`src/rtl/regfile_dump_reader.sv`:
```
// Sequential reader for the LC-3 8x16 register file: walks First..Last (wrapping
// past the top register) and hands each word to a consumer over valid/ready.
module regfile_dump_reader #(
  parameter int DATA_W   = 16,
  parameter int NUM_REGS = 8,
  parameter int IDX_W    = 3
) (
  input  logic              Clk,
  input  logic              Reset,
  input  logic              Start,
  input  logic              Abort,
  input  logic [IDX_W-1:0]  First,
  input  logic [IDX_W-1:0]  Last,
  input  logic [DATA_W-1:0] SR_data,
  output logic [IDX_W-1:0]  SR_sel,
  output logic              Busy,
  output logic [DATA_W-1:0] Data_out,
  output logic [IDX_W-1:0]  Index_out,
  output logic              Valid,
  input  logic              Ready,
  output logic              Done
);

  typedef enum logic [1:0] {
    ST_IDLE = 2'd0,
    ST_READ = 2'd1,
    ST_HOLD = 2'd2,
    ST_DONE = 2'd3
  } state_t;

  state_t           state_r;
  logic [IDX_W-1:0] idx_r;
  logic [IDX_W-1:0] last_r;
  logic [IDX_W-1:0] idx_next_s;
  logic             start_ok_s;

  function automatic logic idx_in_range(input logic [IDX_W-1:0] idx);
    return (int'(idx) < NUM_REGS);
  endfunction

  function automatic logic [IDX_W-1:0] idx_advance(input logic [IDX_W-1:0] idx);
    logic [IDX_W-1:0] nxt;
    if (int'(idx) == NUM_REGS - 1) begin
      nxt = '0;
    end else begin
      nxt = idx + IDX_W'(1);
    end
    return nxt;
  endfunction

  // Start qualification and successor index for the walk.
  always_comb begin
    start_ok_s = Start && idx_in_range(First) && idx_in_range(Last);
    idx_next_s = idx_advance(idx_r);
  end

  // Dump sequencer; every output is a register written here.
  always_ff @(posedge Clk) begin
    if (Reset) begin
      state_r   <= ST_IDLE;
      idx_r     <= '0;
      last_r    <= '0;
      SR_sel    <= '0;
      Data_out  <= '0;
      Index_out <= '0;
      Valid     <= 1'b0;
      Busy      <= 1'b0;
      Done      <= 1'b0;
    end else begin
      case (state_r)
        ST_IDLE: begin
          Done <= 1'b0;
          if (start_ok_s) begin
            last_r  <= Last;
            idx_r   <= First;
            SR_sel  <= First;
            Busy    <= 1'b1;
            state_r <= ST_READ;
          end else begin
            state_r <= ST_IDLE;
          end
        end
        ST_READ: begin
          if (Abort) begin
            Valid   <= 1'b0;
            Busy    <= 1'b0;
            state_r <= ST_IDLE;
          end else begin
            // SR_data has been settled on SR_sel for the whole cycle.
            Data_out  <= SR_data;
            Index_out <= idx_r;
            Valid     <= 1'b1;
            state_r   <= ST_HOLD;
          end
        end
        ST_HOLD: begin
          if (Abort) begin
            Valid   <= 1'b0;
            Busy    <= 1'b0;
            state_r <= ST_IDLE;
          end else if (Ready) begin
            Valid <= 1'b0;
            if (idx_r == last_r) begin
              Busy    <= 1'b0;
              Done    <= 1'b1;
              state_r <= ST_DONE;
            end else begin
              idx_r   <= idx_next_s;
              SR_sel  <= idx_next_s;
              state_r <= ST_READ;
            end
          end else begin
            state_r <= ST_HOLD;
          end
        end
        ST_DONE: begin
          Done    <= 1'b0;
          Busy    <= 1'b0;
          state_r <= ST_IDLE;
        end
        default: begin
          Valid   <= 1'b0;
          Busy    <= 1'b0;
          Done    <= 1'b0;
          state_r <= ST_IDLE;
        end
      endcase
    end
  end

endmodule

```
`config.mk`:
```
export PLATFORM = sky130hd
export DESIGN_NAME = regfile_dump_reader
export DESIGN_NICKNAME = d
export VERILOG_FILES = /design/src/rtl/regfile_dump_reader.sv
export SDC_FILE = /design/constraint.sdc
export NUM_CORES = 1
export LEC_CHECK = 0
export BUFFER_PORTS_ARGS = -buffer_cell sky130_fd_sc_hd__buf_2
export CAP_MARGIN = 20
export CORE_MARGIN = 3
export CORE_UTILIZATION = 40
export CTS_CLUSTER_SIZE = 30
export DETAILED_ROUTE_END_ITERATION = 12
export HOLD_SLACK_MARGIN = 0.12
export PLACE_DENSITY_LB_ADDON = 0.1
export SKIP_LAST_GASP = 1
export SLEW_MARGIN = 0
export SYNTH_ARGS = -nofsm -noshare
export SYNTH_HDL_FRONTEND = slang
export SYNTH_SLANG_ARGS = --single-unit
```
`constraint.sdc`:
```
create_clock -name Clk -period 1.9 [get_ports Clk]
set_input_delay 0 -clock Clk [delete_from_list [all_inputs] [get_ports Clk]]
set_output_delay 0 -clock Clk [all_outputs]
set_load 0.01 [all_outputs]
```
==> results of run 1 <==
==> power by group through the flow <==
stage / Sequential (uW) / Clock [uW] / Combinational [uW]
after floorplan: 698 / 0 / 101
after global placement: 690 / 0 / 176
after detailed placement: 692 / 0 / 181
after CTS: 677 / 425 / 226
after global routing: 681 / 453 / 250
final: 677 / 412 / 228
==> cells by family (layout without fill, tap and decap cells) <==
| family | count (synthesis) | count (layout) | share of synthesized area |
|---|---|---|---|
| xor gates and xnor gates | 3 | 3 | 0.03119 |
| muxes | 4 | 4 | 0.03025 |
| DFF | 30 | 30 | 0.4537 |
| and+or+nand+nor | 60 | 60 | 0.2042 |
| adders and majority gates | 6 | 6 | 0.05671 |
| buffers and inverters | 11 | 92 | 0.04536 |
| AOI/OAI and AO/OA | 39 | 39 | 0.1786 |
==> worst max-delay path by stage <==
stage	startpoint	end	slack [ps]	depth (start not counted)
2_1_floorplan	state_r[0]$_SDFF_PP0_	idx_r[0]$_SDFFE_PP0P_	500	7
3_3_place_gp	state_r[0]$_SDFF_PP0_	idx_r[0]$_SDFFE_PP0P_	310	6
3_5_place_dp	state_r[0]$_SDFF_PP0_	idx_r[0]$_SDFFE_PP0P_	180	6
4_1_cts	state_r[0]$_SDFF_PP0_	idx_r[1]$_SDFFE_PP0P_	150	6
5_1_grt	state_r[0]$_SDFF_PP0_	idx_r[2]$_SDFFE_PP0P_	140	6
6_report	state_r[0]$_SDFF_PP0_	idx_r[0]$_SDFFE_PP0P_	280	6
==> per-stage QoR <==
stage,setup WS [ps],instance area (um^2)
after floorplan,499.3,1324
after global placement,307.3,1600
after detailed placement,177.0,1600
after CTS,148.9,1944
after global routing,139.8,1947
final,283.9,1947
==> per-layer routing <==
layer / global-route usage / vias to the layer above / routed length (um)
met5: 0 / - / 0
met4: 0.06469 / 0 / 37
met3: 0.04278 / 5 / 164
met2: 0.3272 / 38 / 1842
met1: 0.2070 / 600 / 1532
li1: - / 679 / -
==> placed cells by master (no fill, tap or decap), types with 2 or more instances in the layout <==
cell type and instances:
buf_2 51, nand2_1 42, dfxtp_1 30, dlygate4sd3_1 28, a21oi_1 27, ha_1 5, clkbuf_4 5, nand3_1 4
nor2_1 4, mux2i_1 4, inv_1 3, nor2b_1 3, a311oi_1 3, nand2b_1 2, xnor2_2 2, a31oi_1 2
buf_4 2
==> flip-flops by register name, summed over array words and instances (netlist names) <==
name,cells
last_r,3
Done,1
state_r,2
idx_r,3
Index_out,3
Data_out,16
Valid,1
Busy,1
==> critical path, stage by stage, from the launching register on <==
cell	delay (ps)
dfxtp_1	320
inv_1	100
ha_2	340
and3b_4	260
o21a_4	160
a21oi_1	70
a311oi_1	270
==> what timing repair did <==
action / in CTS / in global routing
hold buffers: 28 / 0
hold endpoints to repair: 25 / 0
setup endpoints to repair: 0 / 1
setup buffers: 0 / 0
resized for setup: 0 / 1
==> final cells by class <==
type                       count  area (um^2)
clock inverter                 2        12.51
sequential                    30        600.6
tap                           44        55.05
fill                         297         1156
multi-input combinational    112        665.6
timing repair buffer          81        550.5
clock buffer                   6        51.30
inverter                       3        11.26
==> qor.txt, run 1 <==
Sequential area share after synthesis = 0.4537
Startpoint types = flip-flop
Clock sinks = 30
Run status = complete, no violations
Reg2reg end = idx_r[0]$_SDFFE_PP0P_
Hold/Removal Path Class = input port to flip-flop
Gr usage total = 0.1818
Initial antenna violation count = 0
Routed wire length = 3577 um
Final hold viol count = 0
Min Hold Slack = 148.1 ps
Yosys reg bits = 30
Root buf cell = clkbuf_4
Peak supply drop = 0.4183 mV
Critical path capture point type = flip-flop
Hold Crit Depth = 2
Initial core utilization = 0.4266
CP arrival = 1860 ps
Clock Latency Late Sink = 330 ps
IO Port Bufs = 51
Worst rel slew slack = 0.6274
RD Place Congestion = 0.8354
Synth warn = 0
Static leakage = 0.0008379 uW
RSZ-0062 raised after global routing = no
Largest net degree at the start of global routing = 31
Placed Cells = 242
Via/cell ratio = 4.755
Synth area leaders = dfxtp_1, nand2_1, a21oi_1
Clk_skew = 4.002 ps
Layout cells sized above 1 = 0.2863
Yosys top cell by area = dfxtp_1
Clk pwr share = 0.313
Power share of the sequential group = 0.514
Final core occ = 0.6274
Post-DP HPWL = 2310 um
Area of the die = 0.004035 mm^2
Net Sw Frac = 0.2760
CTS tree = built
Post-synth top cells = nand2_1, dfxtp_1, a21oi_1
Core box area = 0.003103 mm^2
GR Overflow Total = 0
ANT cells = 0
Max Freq = 618.8 MHz
Number of flops mapped to enable cells by yosys = 0
H-tree depth = 2
Hold Path End = Valid$_SDFFE_PP0P_
Nets = 266
Sum of negative setup slack = 0 ps
DR DRC count = 0
Final slew viol count = 0
Vias = 1322
Critical Path RT = 2140 ps
Netlist cell types = 29
Pwr Total = 1317 uW
CP Max Fanout = 10
Pint = 953.6 uW
Vias in the first global route = 1301
Reg2reg path depth = 6
Period minus WS final = 1616 ps
Flop2flop setup slack = 280 ps
Worst r2r src = state_r[0]$_SDFF_PP0_
Clk slew on worst S/H paths = 100 ps
Post-Layout Cell Count = 278
Standard-cell rows = 20
Syn Nets = 186
Average wire per standard cell = 12.87 um
Primary FF master, synth = dfxtp_1
Area growth from synthesis to layout = 47.07%
Combinational power share = 0.173
Initial detailed-routing violation count = 46
Least-Margin Pin Slew = 559.0 ps
Chip height = 63.53 um
Share of the synthesized area in the top cell type = 0.4537
HP Start = Reset
Syn Area/Cell = 8.652 um^2
Syn Std Cell Area = 0.001324 mm^2
Async SR Flop Fraction = 0
Maximum root-to-sink buffer count = 2
First-pass GRT wire length = 5809 um
CTS Buf Count = 5
Max-Cap Viols = 0
Setup violations, final = 0
Psw = 363.5 uW
Final period util = 0.8506
First drt pass iteration count = 4
Io pins = 52
Routed Antenna Nets = 0
Count leader, synth = nand2_1
Syn Inst Count = 153
Width of the chip = 63.53 um
Critical path class = flip-flop to flip-flop
Pwr per Cell Area = 676.5 mW/mm^2
Note: power is estimated with default switching activity, not from simulation.
==> run 2, diff against run 1 <==
Settings changed: ABC_AREA set to 1, MAX_ROUTING_LAYER set to met4.
==> run 2 against run 1 <==
Clock skew is 5.6 ps higher. Core utilization is 1.4 points higher. Flip-flop and latch count stayed put. Sequential power is 4.0% higher. Routed wire length is 1.2% higher. Hold slack better by 280 ps. Critical path type unchanged. Critical endpoint is now state_r[0]$_SDFF_PP0_.
==> qor.txt, run 2 <==
Run status = complete, no violations
Post-CTS resize count = 0 (unchanged)
Share of the synthesized area in the top cell type = 0.4392 (-0.01453)
Yosys top cell by area = dfxtp_1
Initial antenna violation count = 0 (unchanged)
Sequential area share after synthesis = 0.4392 (-0.01453)
Final hold viol count = 0 (unchanged)
Area growth from synthesis to layout = 47.94%
CTS tree = built
Gr usage total = 0.1922 (+0.01047)
Synth area leaders = dfxtp_1, nor2_1, nand2_1
Root buf cell = clkbuf_4
Critical path capture point type = flip-flop
Area of the die = 0.004156 mm^2 (+3.0%)
GR Overflow Total = 0 (unchanged)
Syn Area/Cell = 7.352 um^2 (-15%)
Biggest register = Data_out
Static leakage = 0.001052 uW (+26%)
Clk slew on worst S/H paths = 100 ps (about the same)
Max Freq = 571.6 MHz (-7.6%)
Critical path class = flip-flop to flip-flop
Pwr per Cell Area = 673.4 mW/mm^2 (-0.46%)
Vias in the first global route = 1455 (+12%)
Syn Std Cell Area = 0.001368 mm^2 (+3.3%)
Initial core utilization = 0.4337 (+0.007117)
Io pins = 52 (unchanged)
Clock Latency Late Sink = 320 ps (about the same)
Final period util = 0.9209 (+0.07026)
H-tree depth = 2 (unchanged)
Synth warn = 0 (unchanged)
Dpl ws = 409.2 ps (+232.2 ps)
Final slew viol count = 0 (unchanged)
Clock sinks = 30 (unchanged)
Yosys reg bits = 30 (unchanged)
Core box area = 0.003153 mm^2 (+1.6%)
Via/cell ratio = 4.655 (-2.1%)
Max-Cap Viols = 0 (unchanged)
Primary FF master, synth = dfxtp_1
Chip height = 64.47 um (+1.5%)
Fill cell count = 302 (+1.7%)
Clk_skew = 9.570 ps (+5.567 ps)
Peak supply drop = 0.5493 mV (+31%)
Number of flops mapped to enable cells by yosys = 0 (unchanged)
RD Place Congestion = 0.8829 (+5.7%)
Commonest non-fill, non-tap cells in the layout = buf_2, nor2_1, nand2_1
Final Worst Setup Slack = 150.4 ps (-133.5 ps)
Least-Margin Pin Slew = 320.6 ps (-238.4 ps)
Vias = 1471 (+11%)
Sum of negative setup slack = 0 ps (unchanged)
CP Max Fanout = 7 (-3)
First-pass GRT wire length = 6078 um (+4.6%)
Max FFs per register = 16 (unchanged)
Total setup buffers inserted after CTS = 0 (unchanged)
Routed wire length = 3620 um (+1.2%)
Initial detailed-routing violation count = 59 (+28%)
Post-DP HPWL = 2336 um (+1.1%)
Count leader, synth = nor2_1
Post-synth top cells = nor2_1, nand2_1, dfxtp_1
DR DRC count = 0 (unchanged)
Worst rel slew slack = 0.7847 (+0.1574)
Standard-cell rows = 20 (unchanged)
First drt pass iteration count = 4 (unchanged)
Netlist cell types = 24 (-17%)
Setup violations, final = 0 (unchanged)
Layout cells sized above 1 = 0.2537 (-0.03265)
RSZ-0062 raised after global routing = no
Async SR Flop Fraction = 0 (unchanged)
Maximum root-to-sink buffer count = 2 (unchanged)
Average wire per standard cell = 11.46 um (-11%)
Routed Antenna Nets = 0 (unchanged)
Period minus WS final = 1750 ps (+133.5 ps)
Most common cell after layout, fill and taps aside = buf_2
Syn Inst Count = 186 (+22%)
CP arrival = 2010 ps (+150 ps)
ANT cells = 0 (unchanged)
CTS Buf Count = 5 (unchanged)
Critical Path RT = 2160 ps (+20 ps)
Flop2flop setup slack = 150 ps (-130 ps)
Syn Nets = 219 (+18%)
Hold_buf cts = 30 (+7.1%)
Hold/Removal Path Class = input port to flip-flop
Nets = 305 (+15%)
IO Port Bufs = 51 (unchanged)
Width of the chip = 64.47 um (+1.5%)
Largest net degree at the start of global routing = 24 (-23%)
Startpoint types = flip-flop
## run 2: cell count changes in the layout (fill, tap and decap cells not counted), moves of 3 or more
cell      delta
o21ai_0     +23
inv_1        +9
a311oi_1     -3
a21oi_1     -16
nand2_1      -9
mux2i_1      -3
nor2_1      +43
nor2b_1      -3
## run 2: final timing paths
check,from,to,cells past startpoint
worst min register to register,Valid$_SDFFE_PP0P_,Valid$_SDFFE_PP0P_,2
worst max register to register,state_r[0]$_SDFF_PP0_,state_r[0]$_SDFF_PP0_,7
worst min-delay path,Reset,Valid$_SDFFE_PP0P_,3
worst max-delay path,state_r[0]$_SDFF_PP0_,state_r[0]$_SDFF_PP0_,7
## run 2: layout make-up
| type | count | area [um^2] | area share |
|---|---|---|---|
| Timing Repair Buffer | 84 | 578.1 | 0.2857 |
| Multi-Input combinational cell | 137 | 689.4 | 0.3408 |
| Clock inverter | 2 | 10.01 | 0.004947 |
| Tap cell | 44 | 55.05 | 0.02721 |
| Inverter | 14 | 52.55 | 0.02597 |
| Sequential cell | 30 | 600.6 | 0.2968 |
| Clock buffer | 5 | 37.54 | 0.01855 |
## run 2: layer usage
layer,track usage,wire (um),vias to the layer above
li1,-,-,768
met1,0.2063,1602,664
met2,0.3351,1800,35
met3,0.07106,192,4
met4,0.05013,24,0
met5,-,0,-
## run 2: cells by family after synthesis
family,share of synthesized area
buffers and inverters,0.05673
adder cells (fa/ha/maj),0.05489
AND/OR/NAND/NOR,0.2809
multiplexers,0.007320
flip-flops,0.4392
XOR/XNOR,0.01281
AO/OA/AOI/OAI,0.1482
## run 2: through the flow
step / area (um^2) / util / hold slack, ps / cells / total power (uW)
finish: 2023 / 0.6417 / 430.7 / 316 / 1362
global route: 2023 / 0.6417 / 402.0 / 316 / 1447
CTS: 2023 / 0.6417 / 389.2 / 316 / 1374
detailed placement: 1675 / 0.5313 / 195.7 / 279 / 980.9
global placement: 1675 / 0.5313 / 196.0 / 279 / 982.4
floorplan: 1368 / - / 69.07 / 186 / 875.6
## run 2: critical path, stage by stage, from the launching register on
cell and delay (ps):
dfxtp_1 330, inv_1 100, ha_1 250, inv_2 130, nor2_8 130, nand2_4 70, dlygate4sd3_1 560, a21oi_1 120
## run 2: power by group
group	total (uW)	switching, uW	internal [uW]	leakage (uW)
clock network	346	213	133	0.0000308
registers	704	30.2	673	0.000246
logic	313	164	149	0.000775
total	1360	407	955	0.00105
==> run 3, diff against run 2 <==
Settings changed: BUFFER_PORTS_ARGS -buffer_cell sky130_fd_sc_hd__buf_2 to unset, DONT_BUFFER_PORTS set to 1, RECOVER_POWER set to 25.
==> run 3 against run 2 <==
Clock skew hardly changed. Die area stayed put. Critical path depth shrank 1. Global-route usage is 1.0 points lower. Clock-buffer cell count increased by 2. Clock power rose by 15%. Flip-flop and latch count did not move. Sequential power rose by 3.6%. First-iteration DRC count is 22% higher. Critical path type unchanged. Combinational power down 25%.
==> qor.txt, run 3 (synthesized netlist as in run 2, its figures left out) <==
Run status = complete, no violations
Gr usage total = 0.1820 (-0.01023)
Clk slew on worst S/H paths = 100 ps (about the same)
Startpoint types = flip-flop
Critical Path RT = 2160 ps (about the same)
Least-Margin Pin Slew = 689.7 ps (+369.1 ps)
Max-Cap Viols = 0 (unchanged)
CP Max Fanout = 5 (-2)
Sum of negative setup slack = 0 ps (unchanged)
Reg2reg path depth = 6 (-1)
Final hold viol count = 0 (unchanged)
First drt pass iteration count = 5 (+1)
DP Area = 0.001420 mm^2 (-15%)
Final period util = 0.9236 (+0.002755)
GR Overflow Total = 0 (unchanged)
Post-DP HPWL = 2362 um (+1.1%)
Post-route cell area = 0.001770 mm^2 (-12%)
Commonest non-fill, non-tap cells in the layout = nor2_1, nand2_1, dfxtp_1
Initial core utilization = 0.4337 (unchanged)
Clock Latency Late Sink = 330 ps (about the same)
First element of the critical path = state_r[1]$_SDFF_PP0_
Pwr per Cell Area = 768.9 mW/mm^2 (+14%)
Min Hold Slack = 186.4 ps (-244.3 ps)
H-tree depth = 2 (unchanged)
Max Freq = 569.8 MHz (-0.30%)
CTS Buf Count = 5 (unchanged)
Maximum root-to-sink buffer count = 2 (unchanged)
RSZ-0062 raised after global routing = no
Biggest register = Data_out
Initial antenna violation count = 0 (unchanged)
Width of the chip = 64.47 um (unchanged)
Clock sinks = 30 (unchanged)
Area of the die = 0.004156 mm^2 (unchanged)
Root buf cell = clkbuf_4
Layout cells sized above 1 = 0.08145 (-0.1722)
Most common cell after layout, fill and taps aside = nor2_1
Setup crit end = last_r[1]$_SDFFE_PP0P_
Routed Antenna Nets = 0 (unchanged)
CP arrival = 2020 ps (about the same)
IO Port Bufs = 0 (-100%)
Hold/Removal Path Class = input port to flip-flop
Fill cell count = 314 (+4.0%)
Reg2reg end = last_r[1]$_SDFFE_PP0P_
Max FFs per register = 16 (unchanged)
ANT cells = 0 (unchanged)
Vias = 1282 (-13%)
Multi-input logic area = 689.4 um^2 (unchanged)
Final slew viol count = 0 (unchanged)
Standard-cell rows = 20 (unchanged)
Routed wire length = 3427 um (-5.3%)
Core box area = 0.003153 mm^2 (unchanged)
Nets = 253 (-17%)
RD Place Congestion = 0.9104 (+3.1%)
DR DRC count = 0 (unchanged)
Largest net degree at the start of global routing = 29 (+21%)
Vias in the first global route = 1298 (-11%)
Critical path capture point type = flip-flop
Static leakage = 0.0008237 uW (-22%)
Average wire per standard cell = 12.93 um (+13%)
Via/cell ratio = 4.838 (+3.9%)
Area growth from synthesis to layout = 29.46%
CTS tree = built
Io pins = 52 (unchanged)
Period minus WS final = 1755 ps (+5.235 ps)
Setup violations, final = 0 (unchanged)
Reg area = 600.6 um^2 (unchanged)
First-pass GRT wire length = 5658 um (-6.9%)
Flop2flop setup slack = 150 ps (about the same)
Worst rel slew slack = 0.5397 (-0.2450)
Clk_skew = 9.506 ps (-0.06395 ps)
Critical path class = flip-flop to flip-flop
Chip height = 64.47 um (unchanged)
Worst r2r src = state_r[1]$_SDFF_PP0_
Peak supply drop = 0.4464 mV (-19%)
Initial detailed-routing violation count = 72 (+22%)
[run 3: cell types whose count changed in the layout (fill, tap and decap cells not counted), sizes merged]
cell and delta:
clkbuf +2, clkinv -1, dlygate4sd3 -1, buf -51
[run 3: how the worst min path moves through the flow]
| stage | from | to | depth (start not counted) |
|---|---|---|---|
| 2_1_floorplan | Reset | Valid$_SDFFE_PP0P_ | 1 |
| 3_3_place_gp | Reset | last_r[2]$_SDFFE_PP0P_ | 1 |
| 3_5_place_dp | Reset | last_r[2]$_SDFFE_PP0P_ | 1 |
| 4_1_cts | Reset | idx_r[2]$_SDFFE_PP0P_ | 3 |
| 5_1_grt | Reset | state_r[1]$_SDFF_PP0_ | 3 |
| 6_report | Reset | state_r[1]$_SDFF_PP0_ | 3 |
[run 3: area by class of cell]
cell class,count,share of cell area
multi-input combinational,137,0.3894
sequential,30,0.3392
timing repair buffer,32,0.1767
clock buffer,7,0.03110
tap,44,0.03110
inverter,14,0.02968
clock inverter,1,0.002827
[run 3: metal layers]
layer  track usage  wire length (um)  up-vias
met5             -                 0        -
met4       0.07124                57        0
met3       0.06586               228        8
met2        0.3170              1684       39
met1        0.1866              1457      568
li1              -                 -      667
[run 3: report_power, final]
group | internal, uW | switching [uW]
Clock | 179 | 219
Sequential | 674 | 55.2
Combinational | 107 | 127
Total | 960 | 401
[run 3: through the flow]
step             util  setup WS [ps]  power, uW  cells
2_1_floorplan       -          529.4      875.6    186
3_3_place_gp   0.4504          449.5      917.8    228
3_5_place_dp   0.4504          370.9      923.0    228
4_1_cts        0.5615          161.2       1376    265
5_1_grt        0.5615          2.399       1448    265
6_report       0.5615          145.1       1361    265
[run 3: worst max-delay path, stage by stage (launching register included)]
cell and delay (ps):
dfxtp_1 360, inv_1 80, ha_1 240, nand2_1 170
o21ai_0 100, dlygate4sd3_1 600, a21oi_1 140
[run 3: what timing repair did]
item                      4_1_cts  5_1_grt
gates resized for setup         0        0
hold buffers                   29        0
setup buffers                   0        0
hold endpoints to repair       30        0
